<file path="src/rtl/pu_msp430_ram_master.sv">
// ============================================================================
// Module   : pu_msp430_ram_master
// Purpose  : Valid/ready burst initiator for the pu_msp430 single-port RAM,
//            returning read words through a 4-entry FIFO.
// Revision : 1.0 - initial release
// ============================================================================
`default_nettype none

module pu_msp430_ram_master #(
    parameter int ADDR_MSB = 6,
    parameter int MEM_SIZE = 256
) (
    input  logic                mclk,
    input  logic                puc_rst,
    input  logic                cmd_valid,
    output logic                cmd_ready,
    input  logic                cmd_write,
    input  logic [ADDR_MSB:0]   cmd_addr,
    input  logic [7:0]          cmd_len,
    input  logic [1:0]          cmd_be,
    input  logic                wr_valid,
    output logic                wr_ready,
    input  logic [15:0]         wr_data,
    output logic                rd_valid,
    input  logic                rd_ready,
    output logic [15:0]         rd_data,
    output logic                busy,
    output logic                err,
    output logic [ADDR_MSB:0]   ram_addr,
    output logic                ram_cen,
    output logic [1:0]          ram_wen,
    output logic [15:0]         ram_din,
    input  logic [15:0]         ram_dout
);

    localparam int unsigned         c_WORDS    = MEM_SIZE / 2;
    localparam logic [ADDR_MSB:0]   c_ADDR_ONE = 1;

    typedef enum logic [1:0] {
        ST_IDLE  = 2'd0,
        ST_WRITE = 2'd1,
        ST_READ  = 2'd2
    } state_t;

    state_t             state_q;
    logic [ADDR_MSB:0]  cur_addr_q;
    logic [7:0]         beats_left_q;
    logic [1:0]         be_q;
    logic               err_q;
    logic [ADDR_MSB:0]  ram_addr_q;
    logic               ram_cen_q;
    logic [1:0]         ram_wen_q;
    logic [15:0]        ram_din_q;
    logic               acc_v_q;
    logic               acc_rd_q;
    logic               acc_oor_q;
    logic               rd_pend_q;
    logic               pend_oor_q;

    logic [2:0]         fifo_cnt_q;
    logic [2:0]         fifo_cnt_d;
    logic [1:0]         wptr_q;
    logic [1:0]         rptr_q;
    logic [15:0]        fifo_q [4];

    logic               w_oor;
    logic               w_wr_beat;
    logic               w_rd_room;
    logic               w_rd_beat;
    logic               w_beat;
    logic               w_push;
    logic               w_pop;

    assign w_oor     = (32'(cur_addr_q) >= c_WORDS);
    assign w_wr_beat = (state_q == ST_WRITE) & wr_valid;
    // Reserve a FIFO slot for every read still travelling through the RAM pipe
    assign w_rd_room = (({1'b0, fifo_cnt_q} + {3'b000, acc_rd_q} + {3'b000, rd_pend_q}) < 4'd4);
    assign w_rd_beat = (state_q == ST_READ) & w_rd_room;
    assign w_beat    = w_wr_beat | w_rd_beat;
    assign w_push    = rd_pend_q;
    assign w_pop     = rd_valid & rd_ready;

    always_ff @(posedge mclk or posedge puc_rst) begin
        if (puc_rst) begin
            state_q      <= ST_IDLE;
            cur_addr_q   <= '0;
            beats_left_q <= '0;
            be_q         <= '0;
            err_q        <= 1'b0;
            ram_addr_q   <= '0;
            ram_cen_q    <= 1'b1;
            ram_wen_q    <= 2'b11;
            ram_din_q    <= '0;
            acc_v_q      <= 1'b0;
            acc_rd_q     <= 1'b0;
            acc_oor_q    <= 1'b0;
            rd_pend_q    <= 1'b0;
            pend_oor_q   <= 1'b0;
        end else begin
            ram_cen_q  <= 1'b1;
            ram_wen_q  <= 2'b11;
            acc_v_q    <= w_beat;
            acc_rd_q   <= w_rd_beat;
            acc_oor_q  <= w_rd_beat & w_oor;
            rd_pend_q  <= acc_rd_q;
            pend_oor_q <= acc_oor_q;
            case (state_q)
                ST_IDLE: begin
                    if (cmd_valid) begin
                        cur_addr_q   <= cmd_addr;
                        beats_left_q <= cmd_len;
                        be_q         <= cmd_be;
                        err_q        <= 1'b0;
                        state_q      <= cmd_write ? ST_WRITE : ST_READ;
                    end
                end
                default: begin
                    if (w_beat) begin
                        cur_addr_q   <= cur_addr_q + c_ADDR_ONE;
                        beats_left_q <= beats_left_q - 8'd1;
                        if (beats_left_q == 8'd0) begin
                            state_q <= ST_IDLE;
                        end
                        // Out-of-range beats still count, but never reach the RAM
                        if (w_oor) begin
                            err_q <= 1'b1;
                        end else if (w_rd_beat) begin
                            ram_cen_q  <= 1'b0;
                            ram_addr_q <= cur_addr_q;
                        end else if (be_q != 2'b00) begin
                            ram_cen_q  <= 1'b0;
                            ram_addr_q <= cur_addr_q;
                            ram_din_q  <= wr_data;
                            ram_wen_q  <= ~be_q;
                        end
                    end
                end
            endcase
        end
    end

    always_comb begin
        fifo_cnt_d = fifo_cnt_q;
        case ({w_push, w_pop})
            2'b10:   fifo_cnt_d = fifo_cnt_q + 3'd1;
            2'b01:   fifo_cnt_d = fifo_cnt_q - 3'd1;
            default: fifo_cnt_d = fifo_cnt_q;
        endcase
    end

    always_ff @(posedge mclk or posedge puc_rst) begin
        if (puc_rst) begin
            fifo_cnt_q <= '0;
            wptr_q     <= '0;
            rptr_q     <= '0;
            for (int i = 0; i < 4; i++) begin
                fifo_q[i] <= '0;
            end
        end else begin
            fifo_cnt_q <= fifo_cnt_d;
            if (w_push) begin
                fifo_q[wptr_q] <= pend_oor_q ? 16'h0000 : ram_dout;
                wptr_q         <= wptr_q + 2'd1;
            end
            if (w_pop) begin
                rptr_q <= rptr_q + 2'd1;
            end
        end
    end

    assign cmd_ready = (state_q == ST_IDLE);
    assign wr_ready  = (state_q == ST_WRITE);
    assign rd_valid  = (fifo_cnt_q != 3'd0);
    assign rd_data   = fifo_q[rptr_q];
    assign busy      = (state_q != ST_IDLE) | acc_v_q | rd_pend_q;
    assign err       = err_q;
    assign ram_addr  = ram_addr_q;
    assign ram_cen   = ram_cen_q;
    assign ram_wen   = ram_wen_q;
    assign ram_din   = ram_din_q;

endmodule

`default_nettype wire

</file>
<file path="config.mk">
export PLATFORM = sky130hd
export DESIGN_NAME = pu_msp430_ram_master
export DESIGN_NICKNAME = d
export VERILOG_FILES = /design/src/rtl/pu_msp430_ram_master.sv
export SDC_FILE = /design/constraint.sdc
export NUM_CORES = 1
export LEC_CHECK = 0
export BUFFER_PORTS_ARGS = -buffer_cell sky130_fd_sc_hd__buf_2
export CORE_UTILIZATION = 60
export DETAILED_ROUTE_END_ITERATION = 6
export PLACE_DENSITY = 0.85
export SYNTH_ARGS = -nofsm -noshare
export SYNTH_HDL_FRONTEND = slang
export SYNTH_SLANG_ARGS = --single-unit
</file>
<file path="constraint.sdc">
create_clock -name mclk -period 7.1 [get_ports mclk]
set_input_delay 0 -clock mclk [delete_from_list [all_inputs] [get_ports mclk]]
set_output_delay 0 -clock mclk [all_outputs]
set_load 0.05 [all_outputs]
</file>
Word-level counts from Yosys, hierarchy flattened. Index checks and enable logic that the tools add are counted.

Register bits after elaboration: 119. Bits of input ports: 55. Output and inout port bits: 47. Word-level logic and storage cells: 89.

Add/sub/neg operators: 8. $lt $le $gt $ge: 4. Equal/unequal tests: 5. Multiplexer cells: 28. Bitwise operators: 11. Reduce and logical (&&, ||, !) cells: 15.

Operators by type and width (number): 64-bit bitwise mux (1); 16-bit 2-to-1 mux (3); 7-bit 2-to-1 mux (5); 16-bit binary-select mux with 2-bit select (1); 16-bit demux with 2-bit select (1); 8-bit 2-to-1 mux (3); 2-bit 2-to-1 mux (9); 2-bit nonzero test (6); 8-bit zero test (1); 8-bit by 1-bit subtractor with 8-bit output (second input constant) (1); 7-bit by 1-bit adder with 7-bit output (second input constant) (1); 3-bit >= comparator (second input constant) (2); 2-bit inverter with 3-bit output (2); 3-bit case mux with 2 select lines (1); 3-bit AND reduction (2); 2-bit by 1-bit adder with 2-bit output (second input constant) (2); 3-bit by 1-bit adder with 4-bit output (1); 4-bit by 1-bit adder with 4-bit output (1); 2-bit by 1-bit == test with 1-bit output (second input constant) (2); 2-bit == test (second input constant) (2); 4-bit by 3-bit < comparator with 1-bit output (second input constant) (1); 1-bit 2-to-1 mux (4); 2-bit AND reduction (2); 4-bit AND reduction (1); other kinds (11) (16).

Longest topological paths before layout. Gate-level depths: netlist of run 1.

Depth after elaboration: 7. Mapped depth: 8. Gate-level depth less buffers: 8.

Worst setup path after synthesis of run 1. Ideal clock, no wire load.

Path type: register to register. Start: register fifo_cnt_q[0]. End: register fifo_cnt_q[2]. Library setup time: 125 ps. Arrival time: 2034 ps. Required time: 6975 ps. Path slack: 4941 ps. Cell stages (with the launch flop): 9. Buffers on the path: 0. Clock period less this slack: 2159 ps. Cell sequence: dfrtp_1 -> or3_1 -> and2_1 -> ha_1 -> inv_1 -> fa_1 -> xor2_1 -> nor2_1 -> xor2_1.

Word-level cells in the longest chain between the ends: 4. Elaborated cells between the ends (all ways): 8.

RTL lines: from (decl) (RTL line 60) `logic [2:0] fifo_cnt_q;`; from (signal assigned) (RTL line 160) `fifo_cnt_q <= fifo_cnt_d;`; 3-bit nonzero test (*) (RTL line 173) `assign rd_valid = (fifo_cnt_q != 3'd0);`; named net rd_valid (RTL line 24) `output logic rd_valid,`; 1-bit bitwise AND (*) (RTL line 81) `assign w_pop = rd_valid & rd_ready;`; 2-bit by 1-bit == test with 1-bit output / 2-bit == test (equally long branches) (RTL line 144) `case ({w_push, w_pop})`; 3-bit case mux with 2 select lines / 2-bit nonzero test (equally long branches).

Mark *: on every way through the listed nets, which the timed path passes. The rest lies on a longest branch. A chain may end at the register's enable or synchronous reset.

Final worst setup path of run 1.
Start: register rd_pend_q. End: register cur_addr_q[5].

Word-level cells in the longest chain between the ends: 6.

RTL lines: from (decl) (RTL line 57) `logic rd_pend_q;`; from (signal assigned) (RTL line 105) `rd_pend_q <= acc_rd_q;`; 4-bit by 1-bit adder with 4-bit output (RTL line 77) `assign w_rd_room = (({1'b0, fifo_cnt_q} + {3'b000, acc_rd_q} + {3'b000, rd_pend_q}) < 4'd4);`; 4-bit by 3-bit < comparator with 1-bit output (RTL line 77); 1-bit bitwise AND (RTL line 78) `assign w_rd_beat = (state_q == ST_READ) & w_rd_room;`; 1-bit OR (RTL line 79) `assign w_beat = w_wr_beat | w_rd_beat;`; 2-bit nonzero test (no line); 2-bit AND reduction (no line); to (signal assigned) (RTL line 110) `cur_addr_q <= cmd_addr;`; to (signal assigned) (RTL line 119) `cur_addr_q <= cur_addr_q + c_ADDR_ONE;`; to (decl) (RTL line 46) `logic [ADDR_MSB:0] cur_addr_q;`.

No other way between the ends.

==> results of run 1 <==
-- cell usage after synthesis, types with 4 or more instances --
cell type / number / area, um2
nor3_1: 4 / 20.0
nand2_1: 11 / 41.3
mux2_2: 89 / 1000
o21ai_0: 5 / 25.0
xor2_1: 4 / 35.0
mux4_2: 16 / 360
nand3_1: 7 / 35.0
nor2_1: 18 / 67.6
a21oi_1: 15 / 75.1
o22a_2: 5 / 50.1
ha_1: 9 / 113
inv_1: 12 / 45.0
a31oi_1: 7 / 43.8
dfrtp_1: 116 / 2900
clkbuf_1: 8 / 30.0
-- cell type report --
class	instances	area (um2)	share of cell area (%)
flip-flops and latches	119	2980	42.1
multi-input cells	232	2210	31.3
repair buffers	157	1070	15.1
clock buffers	19	432	6.10
clock inverters	13	203	2.86
well taps	108	135	1.91
inverters	13	51.3	0.724
-- worst max-delay path, stage by stage (launching register included) --
cell and delay [ps]:
dfrtp_1 490, ha_1 330, a21o_1 190, o211a_1 420, nor4b_1 410, a211oi_1 90, dlygate4sd3_1 570
-- final timing paths --
kind	slack, ps	to
min in group mclk	260	state_q[1]
max in group asynchronous	5730	fifo_q[56]
worst min register to register	380	rd_pend_q
worst max register to register	4500	cur_addr_q[5]
worst max-delay path	4500	cur_addr_q[5]
worst min-delay path	200	ram_din[0]
-- state kept, by name, indices dropped and copies added, names as in the netlist, 2 cells and up --
register,count
fifo_q,64
ram_wen,2
cur_addr_q,7
beats_left_q,8
be_q,2
ram_addr,7
ram_din,16
state_q,2
wptr_q,2
rptr_q,2
fifo_cnt_q,3
-- stage by stage --
stage,hold slack (ps),area [um2]
2_1_floorplan,109,5360
3_3_place_gp,197,5900
3_5_place_dp,214,5900
4_1_cts,212,7080
5_1_grt,252,7080
6_report,204,7080
-- power by group through the flow --
stage	logic, mW	clock network (mW)	registers (mW)
5_1_grt	1.44	0.965	1.22
3_3_place_gp	1.28	0	1.16
6_report	1.35	0.916	1.18
2_1_floorplan	0.898	0	1.32
4_1_cts	1.35	0.926	1.17
3_5_place_dp	1.31	0	1.18
-- cell families after synthesis --
kind of cell,Yosys count,synth area share [%]
fa+ha+maj,10,2.47
buf+inv,31,3.10
simple gates,60,5.88
flops,119,55.6
compound gates,47,5.90
mux,108,26.0
xor+xnor,6,0.980
other cells,1,0.0699
-- metal layers --
| layer | wire, um | vias to the layer above | track usage (%) | share of wire [%] |
|---|---|---|---|---|
| met4 | 115 | 0 | 9.31 | 0.96 |
| met2 | 6590 | 116 | 50.5 | 55 |
| met5 | 0 | - | 0 | 0 |
| li1 | - | 1706 | - | - |
| met3 | 498 | 15 | 6.65 | 4.1 |
| met1 | 4820 | 1860 | 35.0 | 40 |
==> results.yml, run 1 <==
outcome:
  outcome: "complete, no violations"
cts:
  clkTransAtPathRegs_ps: 60
  clk_path_buf_depth: 2
  cts_root_buf: "clkbuf_8"
  cts_buffers: 17
  cts_setup_buffers: 0
  cts_sinks: 119
  hold_buffers: 55
  tritoncts: "done"
  clkLatencyLatePin_ps: 510
  h-tree-depth: 4
  post_cts_resized: 0
routing:
  viasPerCell: 5.59
  drtPass1Iterations: 4
  drc_errors: 0
  drt_iter0_markers: 158
  final_antenna_net_count: 0
  wl_per_cell_um: 18.2
  wl_mm: 12.0
  vias: 3697
pwr:
  p_sw_share_pct: 39.4
  power_mw: 3.45
  comb_power_share_pct: 39.2
  p_seq_share_pct: 34.2
  internal_power_mw: 2.09
  clock_power_share_pct: 26.6
  p_sw_mw: 1.36
  p_per_area_nw_per_um2: 487
  ir_worst_vdd_mv: 0.294
  leakage_nw: 3.18
worst_setup_path:
  cp.arrival_ps: 2990
  crit_start: "rd_pend_q"
  reg2reg_from: "rd_pend_q"
  cp-start-kind: "flop"
  worstRegToRegCells: 6
  path_class: "reg -> reg"
  path_max_fanout: 18
  required_ps: 7490
  end_kind: "flop"
logic_synthesis:
  ys_ff_latch: 119
  synth_area_per_cell_um2: 14.0
  synth_ff_type: "dfrtp_1"
  synth-edff-count: 0
  yosys_warnings: 0
  synth.cell_area_um2: 5360
  async_flop_share_pct: 100
  synthDistinctLibCells: 51
  syn_nets: 447
  yosysSeqAreaShare_pct: 55.6
  netlist_instances: 382
final_layout:
  final_cell_mix: "dfrtp_1 (116), buf_2 (100), mux2_2 (89)"
  utilization_pct: 81.6
  antennaDiodeCount: 0
  drive_gt1_share_pct: 46.5
  layout_commonest_cell: "dfrtp_1"
  area_delta_synth_final_pct: 32.1
  finish.net_count: 605
  fillCellCount: 465
  instances_no_fill: 661
die:
  die_y_um: 96.5
  rows: 34
  die-area_um2: 9320
  die_w_um: 96.5
  start_util_pct: 61.8
  core_um2: 8680
  ioPinCount: 102
sta:
  setup_violations: 0
  finalCriticalPeriod_ps: 2600
  tns_ps: 0
  worst_slew_pin_slew_ps: 1090
  clock_skew_ps: 7.43
  max_slew_margin_pct: 27.5
  post-route-period-util_pct: 36.6
  slew_viol_final: 0
  rsz0062_at_grt: "no"
  max_freq_mhz: 385
  setup_slack_ps: 4500
  hold_viol: 0
global_routing:
  grt_pass1_vias: 4012
  grt.overflow.total: 0
  grt_start_max_net_pins: 67
  antenna_found_initial: 0
  grt_pass1_wl_mm: 19.5
  grt_usage_pct: 28.7
placement:
  port_buffers: 100
  dp_slack_ps: 4940
  dp_cells: 574
  dp_hpwl_mm: 7.13
  gp_congestion: 0.817
hold_path:
  min_path_type: "in -> async"
flow_run:
  maxCapViolCount: 0
Power figures use the tool's default switching activity.
==> run 2, diff against run 1 <==
--- a/config.mk
+++ b/config.mk
@@ -5,10 +5,11 @@
 export SDC_FILE = /design/constraint.sdc
 export NUM_CORES = 1
 export LEC_CHECK = 0
+export ABC_AREA = 1
 export BUFFER_PORTS_ARGS = -buffer_cell sky130_fd_sc_hd__buf_2
-export CORE_UTILIZATION = 60
+export CORE_UTILIZATION = 56
 export DETAILED_ROUTE_END_ITERATION = 6
-export PLACE_DENSITY = 0.85
+export PLACE_DENSITY = 0.8
 export SYNTH_ARGS = -nofsm -noshare
 export SYNTH_HDL_FRONTEND = slang
 export SYNTH_SLANG_ARGS = --single-unit
==> constraint.sdc (replaced) <==
create_clock -name mclk -period 2.6 [get_ports mclk]
set_input_delay 0 -clock mclk [delete_from_list [all_inputs] [get_ports mclk]]
set_output_delay 0 -clock mclk [all_outputs]
set_load 0.05 [all_outputs]
==> run 2 against run 1 <==
  * Sequential power rose to 2.9 times the previous value
  * Power increased to 3.2 times the previous value
  * Count of clock-buffer cells in the layout down 1
  * Clock power rose to 2.5 times the previous value
  * Sequential share of layout area fell by 0.82 points
  * Synthesized cell count grew 70%
  * Design area rose by 2.0%
  * Clock skew is 4.3 ps higher
  * Critical path depth grew 4
  * Largest power group unchanged
  * Highest routed layer unchanged
==> results.yml, run 2 <==
worst_setup_path:
  crit_buf_inv: 1
  r2r_slack_ps: 140
  worstRegToRegCells: 10
  end_kind: "flop"
  path_class: "reg -> reg"
  cp.arrival_ps: 2910
  cp-start-kind: "flop"
  critPathTopFamily: "simple AND/OR/NAND/NOR gates"
  reg2reg_from: "rd_pend_q"
  max_stage_delay_ps: 600
  worstReg2RegEnd: "state_q[1]"
  crit_chain: "ha_1 -> nand2_1 -> nand2_1 -> nand2_1 -> nand2_4 -> nand3_4 -> nand2_1 -> nand2_1 -> o21ai_0 -> dlygate4sd3_1"
  slowest_stage: "dlygate4sd3_1"
  cpMostUsedCell: "nand2_1"
  path_max_fanout: 29
  required_ps: 3060
final_layout:
  multi_input_area_um2: 2140
  fin_area_um2: 7220
  final_cell_mix: "nand2_1 (198), dfrtp_1 (116), o21ai_0 (113)"
  utilization_pct: 77.1
  drive_gt1_share_pct: 21.0
  largest_register_ffs: 64
  fillCellCount: 653
  antennaDiodeCount: 0
  layout_commonest_cell: "nand2_1"
  seq_area_um2: 2980
  instances_no_fill: 944
  largest-register: "fifo_q"
  area_delta_synth_final_pct: 31.8
  finish.net_count: 867
sta:
  setup_slack_ps: 144
  hold_slack_ps: 181
  setup_violations: 0
  post-route-period-util_pct: 94.5
  max_slew_margin_pct: 33.6
  clock_skew_ps: 11.7
  worst_slew_pin_slew_ps: 993
  rsz0062_at_grt: "no"
  max_freq_mhz: 407
  tns_ps: 0
  finalCriticalPeriod_ps: 2460
  hold_viol: 0
  slew_viol_final: 0
logic_synthesis:
  netlist_instances: 649
  yosysMostFrequentCell: "nand2_1"
  synth_area_per_cell_um2: 8.44
  synth_commonest_cells: "nand2_1 (198), dfrtp_1 (116), o21ai_0 (113)"
  synthDistinctLibCells: 31
  ys_top_cells_by_area: "dfrtp_1 (53%), nand2_1 (14%), o21ai_0 (10%)"
  synth_top_cell_by_area: "dfrtp_1"
  yosys_warnings: 0
  synth.cell_area_um2: 5480
  synthDominantCellAreaShare_pct: 53.0
  ys_ff_latch: 119
  syn_nets: 714
  synth_ff_type: "dfrtp_1"
  async_flop_share_pct: 100
  synth-edff-count: 0
  yosysSeqAreaShare_pct: 54.4
routing:
  drt_iter0_markers: 248
  wl_per_cell_um: 15.2
  vias: 5015
  viasPerCell: 5.31
  drc_errors: 0
  wl_mm: 14.3
  final_antenna_net_count: 0
  drtPass1Iterations: 5
cts:
  clk_path_buf_depth: 2
  cts_sinks: 119
  cts_setup_buffers: 0
  tritoncts: "done"
  clkLatencyLatePin_ps: 530
  clkTransAtPathRegs_ps: 60
  h-tree-depth: 4
  cts_root_buf: "clkbuf_8"
  cts_buffers: 17
flow_run:
  maxCapViolCount: 0
pwr:
  p_per_area_nw_per_um2: 1510
  leakage_nw: 3.71
  ir_worst_vdd_mv: 0.847
  power_mw: 10.9
global_routing:
  grt_usage_pct: 29.5
  antenna_found_initial: 0
  grt.overflow.total: 0
  grt_pass1_wl_mm: 22.9
  grt_start_max_net_pins: 120
  grt_pass1_vias: 4977
placement:
  dp_hpwl_mm: 7.79
  placed_area_um2: 6060
  gp_congestion: 0.900
  dp_slack_ps: 619
  port_buffers: 100
  dp_cells: 855
die:
  rows: 35
  die-area_um2: 10200
  die_y_um: 101
  start_util_pct: 58.5
  core_um2: 9370
  ioPinCount: 102
  die_w_um: 101
hold_path:
  min_path_type: "in -> async"
outcome:
  outcome: "complete, no violations"
## run 2: cell count changes in the layout (fill, tap and decap cells not counted), sizes merged, moves of 14 or more
| cell | change |
|---|---|
| o22ai | +14 |
| nand3 | +15 |
| inv | +49 |
| mux2 | -87 |
| nor2 | +28 |
| mux4 | -16 |
| nand2 | +193 |
| o21ai | +122 |
## run 2: worst min-delay path, cell delays in order
cell and delay [ps]:
dlygate4sd3_1 520, buf_2 130, clkinvlp_4 70, buf_12 450
## run 2: worst max path at each step
stage,end,depth (start not counted),slack [ps],start
6_report,state_q[1],10,140,rd_pend_q
5_1_grt,state_q[1],10,20,rd_pend_q
4_1_cts,state_q[1],10,40,rd_pend_q
3_5_place_dp,state_q[1],9,620,rd_pend_q
3_3_place_gp,beats_left_q[7],10,720,rd_pend_q
2_1_floorplan,fifo_cnt_q[2],10,510,fifo_cnt_q[1]
## run 2: layer usage
layer | part of all wire, % | GRT usage, % | up-vias | wire length [um]
li1 | - | - | 2392 | -
met1 | 41 | 35.1 | 2346 | 5810
met2 | 50 | 49.7 | 235 | 7190
met3 | 6.5 | 8.88 | 42 | 933
met4 | 2.6 | 13.3 | 0 | 376
met5 | 0 | 0 | - | 0
## run 2: area by class of cell
cell class | instances | area share [%]
flip-flops and latches | 119 | 41.3
multi-input cells | 443 | 29.6
repair buffers | 165 | 15.8
clock buffers | 18 | 5.79
inverters | 56 | 2.96
clock inverters | 14 | 2.27
well taps | 129 | 2.23
## run 2: kinds of logic after synthesis
kind of cell	synth area share [%]
AND/OR/NAND/NOR	21.1
multiplexers	0.411
flip-flops	54.4
XOR/XNOR	0.639
other	0.0684
buffers and inverters	6.69
AO/OA/AOI/OAI	14.3
adder cells (fa/ha/maj)	2.42
## run 2: power by group
| group | internal, mW | leakage [nW] | switching [mW] | total, mW |
|---|---|---|---|---|
| Sequential | 2.77 | 1.42 | 0.596 | 3.37 |
| Clock | 1.39 | 0.276 | 0.917 | 2.31 |
| Combinational | 1.46 | 2.01 | 3.75 | 5.21 |
| Total | 5.62 | 3.71 | 5.26 | 10.9 |
## run 2: what timing repair did
action,in CTS,in global routing
hold buffers,57,0
resized for setup,0,1
hold endpoints to repair,220,0
endpoints found under the setup margin,0,1
==> run 3, diff against run 2 <==
--- a/config.mk
+++ b/config.mk
@@ -7,9 +7,10 @@
 export LEC_CHECK = 0
 export ABC_AREA = 1
 export BUFFER_PORTS_ARGS = -buffer_cell sky130_fd_sc_hd__buf_2
-export CORE_UTILIZATION = 56
+export CAP_MARGIN = 20
+export CORE_UTILIZATION = 50
 export DETAILED_ROUTE_END_ITERATION = 6
-export PLACE_DENSITY = 0.8
+export PLACE_DENSITY = 0.76
 export SYNTH_ARGS = -nofsm -noshare
 export SYNTH_HDL_FRONTEND = slang
 export SYNTH_SLANG_ARGS = --single-unit
==> constraint.sdc (replaced) <==
create_clock -name mclk -period 2.2 [get_ports mclk]
set_input_delay 0 -clock mclk [delete_from_list [all_inputs] [get_ports mclk]]
set_output_delay 0 -clock mclk [all_outputs]
set_load 0.05 [all_outputs]
==> run 3 against run 2 <==
  * Die area up 12%
  * Clock skew grew 7.5 ps
  * Combinational power is 17% higher
  * Critical path depth decreased by 6
  * Critical endpoint is now rd_data[15]
  * Largest power group unchanged
  * Highest routed layer unchanged
==> results.yml, run 3 (same netlist as run 2, synthesis figures left out) <==
final_layout:
  largest_register_ffs: 64
  area_delta_synth_final_pct: 33.0
  drive_gt1_share_pct: 21.3
  layout_commonest_cell: "nand2_1"
  antennaDiodeCount: 0
  seq_area_um2: 2980
  multi_input_area_um2: 2130
  instances_no_fill: 954
  final_cell_mix: "nand2_1 (198), dfrtp_1 (116), o21ai_0 (113)"
  fillCellCount: 796
  largest-register: "fifo_q"
  finish.net_count: 870
routing:
  wl_mm: 13.7
  viasPerCell: 5.14
  drc_errors: 0
  drt_iter0_markers: 364
  final_antenna_net_count: 0
  vias: 4907
  drtPass1Iterations: 5
  wl_per_cell_um: 14.4
pwr:
  leakage_nw: 3.75
  p_sw_mw: 6.03
  p_seq_share_pct: 30.6
  clock_power_share_pct: 22.6
  ir_worst_vdd_mv: 1.00
  power_mw: 13.0
  p_sw_share_pct: 46.4
  comb_power_share_pct: 46.8
  p_per_area_nw_per_um2: 1780
  internal_power_mw: 6.98
sta:
  hold_viol: 0
  max_freq_mhz: 499
  slew_viol_final: 0
  clock_skew_ps: 19.2
  worst_slew_pin_slew_ps: 619
  max_slew_margin_pct: 58.7
  setup_violations: 0
  rsz0062_at_grt: "no"
  tns_ps: 0
  post-route-period-util_pct: 91.1
  finalCriticalPeriod_ps: 2000
  hold_slack_ps: 202
die:
  start_util_pct: 52.4
  core_um2: 10500
  ioPinCount: 102
  die_w_um: 107
  die-area_um2: 11400
  die_y_um: 107
  rows: 37
global_routing:
  grt_pass1_wl_mm: 22.7
  grt_pass1_vias: 4842
  grt.overflow.total: 0
  grt_usage_pct: 25.8
  antenna_found_initial: 0
  grt_start_max_net_pins: 120
worst_setup_path:
  cp-start-kind: "flop"
  worstRegToRegCells: 10
  r2r_slack_ps: 230
  crit_start: "rptr_q[1]"
  cp.arrival_ps: 2000
  worstReg2RegEnd: "state_q[1]"
  required_ps: 2200
  path_class: "reg -> out"
  path_max_fanout: 16
  end_kind: "primary output"
  reg2reg_from: "rd_pend_q"
cts:
  tritoncts: "done"
  cts_root_buf: "clkbuf_8"
  clkLatencyLatePin_ps: 510
  cts_setup_buffers: 0
  clk_path_buf_depth: 2
  cts_buffers: 17
  h-tree-depth: 4
  cts_sinks: 119
  clkTransAtPathRegs_ps: 60
hold_path:
  min_delay_path_depth: 4
  min_path_type: "in -> reg"
  min_from: "wr_data[4]"
  hold_end: "ram_din[4]"
placement:
  dp_cells: 866
  port_buffers: 100
  dp_hpwl_mm: 7.76
  gp_congestion: 0.881
outcome:
  outcome: "complete, no violations"
flow_run:
  maxCapViolCount: 0
-- run 3: cell types whose count changed in the layout (fill, tap and decap cells not counted), sizes merged --
cell,delta
inv,-7
buf,+4
bufinv,+3
clkinv,+3
clkbuf,+2
clkinvlp,-1
dlygate4sd3,-1
-- run 3: through the flow --
step / setup slack, ps / instance area [um2] / util (%)
after detailed placement: 337 / 6100 / 58.3
after CTS: 74.9 / 7290 / 69.6
final: 195 / 7290 / 69.7
after floorplan: 107 / 5480 / -
after global routing: 88.8 / 7290 / 69.7
after global placement: 431 / 6100 / 58.3
-- run 3: what timing repair did --
action / 4_1_cts / 5_1_grt
endpoints found under the setup margin: 0 / 4
gates resized for setup: 0 / 1
hold buffers: 56 / 0
endpoints found under the hold margin: 220 / 0
-- run 3: final cells by class --
| cell class | instances | area share, % |
|---|---|---|
| Sequential cell | 119 | 40.9 |
| Tap cell | 136 | 2.33 |
| Timing Repair Buffer | 168 | 16.0 |
| Clock buffer | 20 | 5.84 |
| Inverter | 56 | 2.99 |
| Clock inverter | 12 | 2.73 |
| Multi-Input combinational cell | 443 | 29.2 |
-- run 3: worst max-delay path by stage --
stage / to / slack, ps / depth (start not counted)
4_1_cts: rd_data[11] / 70 / 5
5_1_grt: state_q[1] / 90 / 10
3_3_place_gp: fifo_cnt_q[2] / 430 / 10
6_report: rd_data[15] / 200 / 4
2_1_floorplan: fifo_cnt_q[2] / 110 / 10
3_5_place_dp: fifo_cnt_q[2] / 340 / 10
-- run 3: worst max-delay path: stages (launching register included) --
cell and delay (ps):
dfrtp_1 380, inv_1 400, o21ai_0 180, o22ai_1 220, buf_2 310
-- run 3: power by group through the flow --
stage | clock (mW) | combinational [mW] | sequential, mW
2_1_floorplan | 0 | 4.01 | 4.51
3_3_place_gp | 0 | 5.72 | 3.90
3_5_place_dp | 0 | 5.90 | 3.95
4_1_cts | 2.97 | 6.04 | 3.95
5_1_grt | 3.06 | 6.68 | 4.11
6_report | 2.94 | 6.09 | 3.98
-- run 3: metal layers --
metal	vias up	track usage (%)	wire length (um)
met5	-	0	0
met4	0	9.78	246
met3	24	6.38	816
met2	192	43.4	6720
met1	2299	32.0	5940
li1	2392	-	-
